**src/rtl/period_meter_pkg.sv**
```systemverilog
// ---------------------------------------------------------------------------
// period_meter_pkg
//   Shared types and helpers for the period meter.
//   - state_t       : measurement FSM states (IDLE, MEASURE)
//   - CNT_W_DEFAULT : default counter / output width
//   - sat_inc()     : saturating increment for counters up to 32 bits wide
// ---------------------------------------------------------------------------
package period_meter_pkg;

    typedef enum logic {
        IDLE    = 1'b0,
        MEASURE = 1'b1
    } state_t;

    localparam int CNT_W_DEFAULT = 16;

    // Increments cnt and stops at the all-ones value of a width-bit counter.
    // The value is carried in 32 bits so that one helper serves every counter
    // width. Callers cast the result back to their own width.
    function automatic logic [31:0] sat_inc(input logic [31:0] cnt, input int width);
        logic [31:0] max_val;
        max_val = (width >= 32) ? 32'hFFFF_FFFF : ((32'd1 << width) - 32'd1);
        return (cnt >= max_val) ? max_val : cnt + 32'd1;
    endfunction

endpackage

```
**src/rtl/period_meter_sync_edge_detect.sv**
```systemverilog
// ---------------------------------------------------------------------------
// sync_edge_detect
//   Brings an asynchronous level into the clk_in domain through a chain of
//   SYNC_STAGES flops. It then flags the rising and falling edges of the
//   synchronised level. The gesture-input logic also uses this block.
//
//   Ports
//     clk_in  in   system clock, posedge
//     rst_n   in   asynchronous active-low reset (clears the whole chain)
//     d       in   asynchronous input level
//     level   out  synchronised level (last chain stage)
//     rise    out  level is 1 this cycle and was 0 the cycle before
//     fall    out  level is 0 this cycle and was 1 the cycle before
// ---------------------------------------------------------------------------
module sync_edge_detect #(
    parameter int SYNC_STAGES = 2
) (
    input  logic clk_in,
    input  logic rst_n,
    input  logic d,
    output logic level,
    output logic rise,
    output logic fall
);

    logic [SYNC_STAGES-1:0] sync_reg;
    logic [SYNC_STAGES-1:0] sync_next;
    logic                   level_d_reg;

    // Stage 0 samples the raw input. Every later stage copies the stage before it.
    generate
        for (genvar gi = 0; gi < SYNC_STAGES; gi++) begin : g_sync
            if (gi == 0) begin : g_first
                assign sync_next[gi] = d;
            end else begin : g_rest
                assign sync_next[gi] = sync_reg[gi-1];
            end
        end
    endgenerate

    always_ff @(posedge clk_in or negedge rst_n) begin
        if (!rst_n) begin
            sync_reg    <= '0;
            level_d_reg <= 1'b0;
        end else begin
            sync_reg    <= sync_next;
            level_d_reg <= level;
        end
    end

    assign level = sync_reg[SYNC_STAGES-1];
    assign rise  = level & ~level_d_reg;
    assign fall  = ~level & level_d_reg;

endmodule

```
**src/rtl/period_meter.sv**
```systemverilog
// ---------------------------------------------------------------------------
// period_meter
//   Measures an asynchronous square wave in clk_in cycles. After the input
//   is acquired, each rising edge reports the number of cycles since the
//   previous rising edge. A missing edge for TIMEOUT_CYC cycles raises a
//   stall flag.
//
//   Build option: define PERIOD_METER_HIGH_TIME_EN to also measure the
//   high time. Without it, high_out is tied to 0.
//
//   Parameters
//     CNT_W        counter/output width (up to 32)
//     TIMEOUT_CYC  cycles without a rising edge before stall (2..2**CNT_W-1)
//     SYNC_STAGES  synchroniser depth on sig_in (>= 2)
//
//   Ports
//     clk_in      in   system clock, posedge
//     rst_n       in   asynchronous active-low reset
//     sig_in      in   asynchronous square wave
//     period_out  out  last measured period in clk_in cycles
//     high_out    out  last measured high time (0 unless high time enabled)
//     meas_valid  out  one-cycle pulse when period_out/high_out update
//     stalled     out  level: no rising edge for TIMEOUT_CYC cycles
// ---------------------------------------------------------------------------
module period_meter
    import period_meter_pkg::*;
#(
    parameter int CNT_W       = CNT_W_DEFAULT,
    parameter int TIMEOUT_CYC = 50000,
    parameter int SYNC_STAGES = 2
) (
    input  logic             clk_in,
    input  logic             rst_n,
    input  logic             sig_in,
    output logic [CNT_W-1:0] period_out,
    output logic [CNT_W-1:0] high_out,
    output logic             meas_valid,
    output logic             stalled
);

    localparam logic [CNT_W-1:0] CNT_ONE     = CNT_W'(1);
    localparam logic [CNT_W-1:0] TIMEOUT_VAL = CNT_W'(TIMEOUT_CYC);

    logic             level;
    logic             rise;
    logic             fall;
    state_t           state_reg;
    logic [CNT_W-1:0] cnt_reg;
    logic [CNT_W-1:0] cnt_inc;

    sync_edge_detect #(
        .SYNC_STAGES(SYNC_STAGES)
    ) u_sync_edge (
        .clk_in(clk_in),
        .rst_n (rst_n),
        .d     (sig_in),
        .level (level),
        .rise  (rise),
        .fall  (fall)
    );

    assign cnt_inc = CNT_W'(sat_inc(32'(cnt_reg), CNT_W));

    // The counter loads 1 on the edge that starts a period. After N cycles
    // it therefore holds N when the next rising edge arrives. A rising edge
    // is tested before the timeout, so an edge that arrives exactly at
    // TIMEOUT_CYC still counts as a valid measurement.
    always_ff @(posedge clk_in or negedge rst_n) begin
        if (!rst_n) begin
            state_reg  <= IDLE;
            cnt_reg    <= '0;
            period_out <= '0;
            meas_valid <= 1'b0;
            stalled    <= 1'b0;
        end else begin
            meas_valid <= 1'b0;
            case (state_reg)
                IDLE: begin
                    // The first edge only starts timing. The partial
                    // period before it is meaningless and is dropped.
                    if (rise) begin
                        cnt_reg   <= CNT_ONE;
                        state_reg <= MEASURE;
                    end else begin
                        cnt_reg <= '0;
                    end
                end
                MEASURE: begin
                    if (rise) begin
                        period_out <= cnt_reg;
                        meas_valid <= 1'b1;
                        stalled    <= 1'b0;
                        cnt_reg    <= CNT_ONE;
                    end else if (cnt_reg == TIMEOUT_VAL) begin
                        // The last results stay on the outputs. stalled
                        // remains set until a full period is measured again.
                        stalled   <= 1'b1;
                        cnt_reg   <= '0;
                        state_reg <= IDLE;
                    end else begin
                        cnt_reg <= cnt_inc;
                    end
                end
                default: begin
                    cnt_reg   <= '0;
                    state_reg <= IDLE;
                end
            endcase
        end
    end

`ifdef PERIOD_METER_HIGH_TIME_EN
    logic [CNT_W-1:0] hcnt_reg;
    logic [CNT_W-1:0] hcnt_inc;
    logic [CNT_W-1:0] hi_lat_reg;
    logic             fall_seen_reg;

    assign hcnt_inc = CNT_W'(sat_inc(32'(hcnt_reg), CNT_W));

    // The high-time counter runs whatever the FSM state is. A period that
    // starts in IDLE therefore still has its high phase timed. fall_seen_reg
    // records whether the current period saw a falling edge. Without one,
    // the whole period is reported as high time.
    always_ff @(posedge clk_in or negedge rst_n) begin
        if (!rst_n) begin
            hcnt_reg      <= '0;
            hi_lat_reg    <= '0;
            fall_seen_reg <= 1'b0;
            high_out      <= '0;
        end else begin
            if (rise) begin
                hcnt_reg      <= CNT_ONE;
                fall_seen_reg <= 1'b0;
            end else if (level) begin
                hcnt_reg <= hcnt_inc;
            end

            if (fall) begin
                hi_lat_reg    <= hcnt_reg;
                fall_seen_reg <= 1'b1;
            end

            // Updates in the same cycle as period_out.
            if (rise && (state_reg == MEASURE)) begin
                high_out <= fall_seen_reg ? hi_lat_reg : cnt_reg;
            end
        end
    end
`else
    logic unused_hi;

    assign high_out  = '0;
    assign unused_hi = level ^ fall;
`endif

endmodule
```
**config.mk**
```make
export PLATFORM = sky130hd
export DESIGN_NAME = period_meter
export DESIGN_NICKNAME = d
export VERILOG_FILES = /design/src/rtl/period_meter_pkg.sv /design/src/rtl/period_meter_sync_edge_detect.sv /design/src/rtl/period_meter.sv
export SDC_FILE = /design/constraint.sdc
export NUM_CORES = 1
export LEC_CHECK = 0
export BUFFER_PORTS_ARGS = -buffer_cell sky130_fd_sc_hd__buf_2
export CAP_MARGIN = 40
export CORE_ASPECT_RATIO = 1.4
export CORE_UTILIZATION = 32
export DETAILED_ROUTE_END_ITERATION = 12
export PLACE_DENSITY = 0.58
export SLEW_MARGIN = 20
export SYNTH_ARGS = -nofsm -noshare
export SYNTH_HDL_FRONTEND = slang
export SYNTH_SLANG_ARGS = --single-unit
```
**constraint.sdc**
```tcl
create_clock -name clk_in -period 3.4 [get_ports clk_in]
set_input_delay 0.68 -clock clk_in [delete_from_list [all_inputs] [get_ports clk_in]]
set_output_delay 0.68 -clock clk_in [all_outputs]
set_load 0.01 [all_outputs]
```
### After elaboration in Yosys (flattened, before gate mapping)

Index checks and enable logic that the tools add are counted.

* word-level logic and storage cells: 28
* bits of input ports: 3
* register bits: 38

* mux-type cells: 12
* eq/ne operators: 1
* add/sub/neg operators: 1
* bitwise operators: 3
* order comparisons: 1
* reductions and logical operators: 3

Operator list (number)
* 2-to-1 mux 16 bit: 3
* one-hot mux 16 bit (2 select lines): 1
* adder 16 x 1 -> 16 bit, second input constant: 1
* equality test 16 bit, second input constant: 1
* greater-or-equal comparator 16 bit, second input constant: 1
* 2-to-1 mux 1 bit: 7
* AND reduction 2 bit: 2
* NOT 1 bit: 2
* one-hot mux 1 bit (2 select lines): 1
* nonzero test 2 bit: 1
* bitwise AND 1 bit: 1

### Longest topological paths before layout

* depth after elaboration: 5
* mapped depth: 7
* mapped depth without buffers: 6

### Cells and area by module

From an unflattened synthesis, not the netlist that was laid out.

* cells, all modules: 157
* area total of the unflattened synthesis: 1854.3 um2

Modules (own cells, without submodules)
* period_meter: seq. area each 875.8 um2, times used 1, area each 1764.2 um2, cells each 152
* sync_edge_detect: seq. area each 75.1 um2, times used 1, area each 90.1 um2, cells each 5

### Worst setup path before layout

OpenSTA, ideal clock, no wires.

* kind: register to register
* start: reg cnt_reg[0]
* end: reg cnt_reg[10]
* cell stages (with the launch flop): 8
* buffers on the path: 1
* setup time: 0.137 ns
* path slack: 1.412 ns
* clock period less this slack: 1.988 ns
* arrival time: 1.851 ns
* cells stage by stage: dfrtp_1 inv_1 ha_1 or4b_1 or4_4 nand3_4 buf_12 a21oi_1

* longest elaborated chain between the ends: 5
* elaborated cells on any way between the ends: 7

RTL lines
* start: declaration: line period_meter.sv:48 `logic [CNT_W-1:0] cnt_reg;`
* start signal: assignment: line period_meter.sv:101 `cnt_reg <= cnt_inc;`
* adder 16 x 1 -> 16 bit / greater-or-equal comparator 16 bit (equally long branches): line period_meter_pkg.sv:23 `return (cnt >= max_val) ? max_val : cnt + 32'd1;`
* 2-to-1 mux 16 bit: line period_meter_pkg.sv:23
* 2-to-1 mux 16 bit (*): line period_meter.sv:94 `end else if (cnt_reg == TIMEOUT_VAL) begin`
* 2-to-1 mux 16 bit (*): line period_meter.sv:89 `if (rise) begin`
* one-hot mux 16 bit (2 select lines) (*): line period_meter.sv:77 `case (state_reg)`

Every way passes the cells marked *; elsewhere a longest branch is shown, timed or not.
A chain may end at the register's enable or synchronous reset.

### Worst setup path after layout

* start: reg cnt_reg[0]
* end: reg cnt_reg[0]

Same word-level chain as after synthesis.

==> flow_summary.toml <==
[route]
wl_per_cell_um = 12.81
vias = 1178
wl_um = 3165
ant_nets = 0
drt-pass1-iter-count = 4
dr.first_iter.drc_count = 49
drt-vias-per-instance = 4.769
drcViolationCount = 0

[power]
p_sw_mw = 0.2664
swShare_pct = 27.02
combPwrFrac_pct = 14.6
clkPwrFrac_pct = 31.6
seq_power_share_pct = 53.8
p_int_mw = 0.7197
p_leak_nw = 0.9595
vdd_drop_max_v = 0.0002054
power_density_nw_per_um2 = 496.3

[floorplan]
io_pins = 37
die_height_um = 90.45
core_um2 = 5275
dieArea_um2 = 5895
die_w_um = 65.18
rows = 31
start_util_pct = 33.89

[critical_path]
max_stage_delay_ns = 0.50
critPathMaxFanout = 13
cp_common_cell = "nand3_1"
worstSetupStartpointType = "flip-flop"
cp_top_family = "simple AND/OR/NAND/NOR gates"
crit_required_ns = 3.60
slowest_stage = "nand3_1"
path_cells = "ha_1 -> nand3_1 -> nor4_1 -> nand3_1 -> a31oi_1"
worst-path-buf-inv = 0
arrival_ns = 2.34
critPathCaptureType = "flip-flop"
crit_type = "reg -> reg"

[clock_tree]
cts.sinks = 38
clockBufferDepth = 2
clock_latency_ns = 0.28
holdBufCountCts = 0
numCtsBuffers = 5
htree_levels = 2
cts_resized = 0
clk_pin_slew_ns = 0.07
cts_tree = "built"
postCtsSetupRepairBufs = 0
clockRootBuffer = "clkbuf_8"

[yosys]
synth_area_um2 = 1788
synth_seq_cells = 38
synthCells = 159
avgSynthCellArea_um2 = 11.25
yosys_warnings = 0
ys_types = 33
seq_area_frac_synth_pct = 53.18

[run_status]
outcome = "finished clean"

[timing]
skew_ns = 0.003588
setup_ws_ns = 1.252
maxSlewViolCount = 0
tns_ns = 0
finalHoldViolations = 0
rsz0062_at_grt = "false"
slew_headroom_pct = 46.59
fmax_mhz = 465.5
min_period_over_period_pct = 63.18
setup_viol = 0
worstMarginPinSlew_ns = 0.7993
fin_crit_ns = 2.148

[place]
placed_area_um2 = 1896
hpwl_um = 2230
dpl.cell_count = 239
dp_slack_ns = 1.276
place_congestion = 0.8367
portBuffers = 20

[layout]
layout.nets = 185
stdcell_count = 247
final_common_cell = "dfrtp_1"
seq_area_um2 = 950.9
design_area_um2 = 1987
multi_input_area_um2 = 708.2
fill_cells = 562
syn2layout_area_growth_pct = 11.13
n_antenna_cell = 0
final_cell_mix = "dfrtp_1 (38), buf_2 (20), conb_1 (16)"
fin_util_pct = 37.67
layout-drive-gt1-share_pct = 24.86

[job]
drv_cap = 0

[global_routing]
grt_max_degree = 22
grt_use_total_pct = 11.91
grt-ovfl-total = 0
grt_pass1_wl_um = 5313
grt_pass1_vias = 1116
antenna_found_initial = 0

[worst_hold_path]
hold_path_class = "in -> async"
==> power groups by stage <==
stage	Clock [mW]	Sequential [mW]	Combinational, mW
2_1_floorplan	0	0.534	0.110
3_3_place_gp	0	0.536	0.144
3_5_place_dp	0	0.540	0.144
4_1_cts	0.328	0.531	0.146
5_1_grt	0.347	0.536	0.161
6_report	0.311	0.531	0.144
==> cells in the mapped netlist (all sizes together) <==
master | number | area [µm²]
nand2b | 1 | 6.260
or4bb | 1 | 11.26
dfrtp | 38 | 950.9
and4 | 1 | 8.760
nor4 | 3 | 18.77
a21boi | 1 | 7.510
nand2 | 7 | 26.28
buf | 17 | 140.1
nor3 | 8 | 40.04
clkbuf | 5 | 18.77
or4b | 2 | 23.77
mux2 | 13 | 146.4
and3b | 1 | 8.760
nand3 | 10 | 62.56
and3 | 1 | 6.260
inv | 7 | 26.28
o21a | 1 | 7.510
a21oi | 14 | 70.07
ha | 2 | 25.02
nand4 | 3 | 18.77
a31oi | 1 | 6.260
a211oi | 1 | 7.510
o21ai | 3 | 15.01
nor2 | 3 | 11.26
nor2b | 1 | 6.260
or2 | 1 | 6.260
xor2 | 2 | 17.52
xnor2 | 9 | 78.83
or4 | 1 | 11.26
conb | 1 | 3.750
==> worst register-to-register path, delay by kind of cell, from the launching register on <==
kind,cells,cell delay [ns]
AND/OR/NAND/NOR,3,1.10
flip-flops,1,0.41
AO/OA/AOI/OAI,1,0.32
adder cells (fa/ha/maj),1,0.24
==> worst paths after layout <==
path | from | endpoint | slack [ns] | depth (start not counted)
setup reg to reg | cnt_reg[0]$_DFF_PN0_ | cnt_reg[0]$_DFF_PN0_ | 1.25 | 5
hold reg to reg | u_sync_edge.sync_reg[0]$_DFF_PN0_ | u_sync_edge.sync_reg[1]$_DFF_PN0_ | 0.35 | 0
max in group asynchronous | rst_n | period_out[8]$_DFFE_PN0P_ | 2.60 | 2
setup / recovery | cnt_reg[0]$_DFF_PN0_ | cnt_reg[0]$_DFF_PN0_ | 1.25 | 5
min in group clk_in | u_sync_edge.sync_reg[0]$_DFF_PN0_ | u_sync_edge.sync_reg[1]$_DFF_PN0_ | 0.35 | 0
hold / removal | rst_n | u_sync_edge.sync_reg[0]$_DFF_PN0_ | 0.34 | 1
==> stage by stage <==
stage	hold slack, ns	power (mW)
2_1_floorplan	0.3312	0.6441
3_3_place_gp	0.3325	0.6798
3_5_place_dp	0.3410	0.6837
4_1_cts	0.3547	1.004
5_1_grt	0.3634	1.044
6_report	0.3420	0.9861
==> cell families after synthesis <==
family | after synthesis | share of synthesized area (%)
simple gates | 44 | 14.91
flops | 38 | 53.18
buf+inv | 29 | 10.36
compound gates | 21 | 6.369
mux | 13 | 8.188
xor+xnor | 11 | 5.389
fa+ha+maj | 2 | 1.399
other cells | 1 | 0.2097
==> layout make-up <==
| cell class | instances | area share (%) |
|---|---|---|
| Sequential cell | 38 | 47.86 |
| Inverter | 7 | 1.322 |
| Clock buffer | 7 | 4.345 |
| Tap cell | 66 | 4.156 |
| Multi-Input combinational cell | 107 | 35.64 |
| Timing Repair Buffer | 21 | 6.423 |
| Clock inverter | 1 | 0.2519 |
==> per-layer routing <==
metal	share of wire (%)	track usage, %	vias to the layer above
li1	-	-	568
met1	45	14.16	566
met2	49	19.07	40
met3	4.4	3.535	4
met4	1.5	5.978	0
met5	0	0	-
Note: power is estimated with default switching activity, not from simulation.
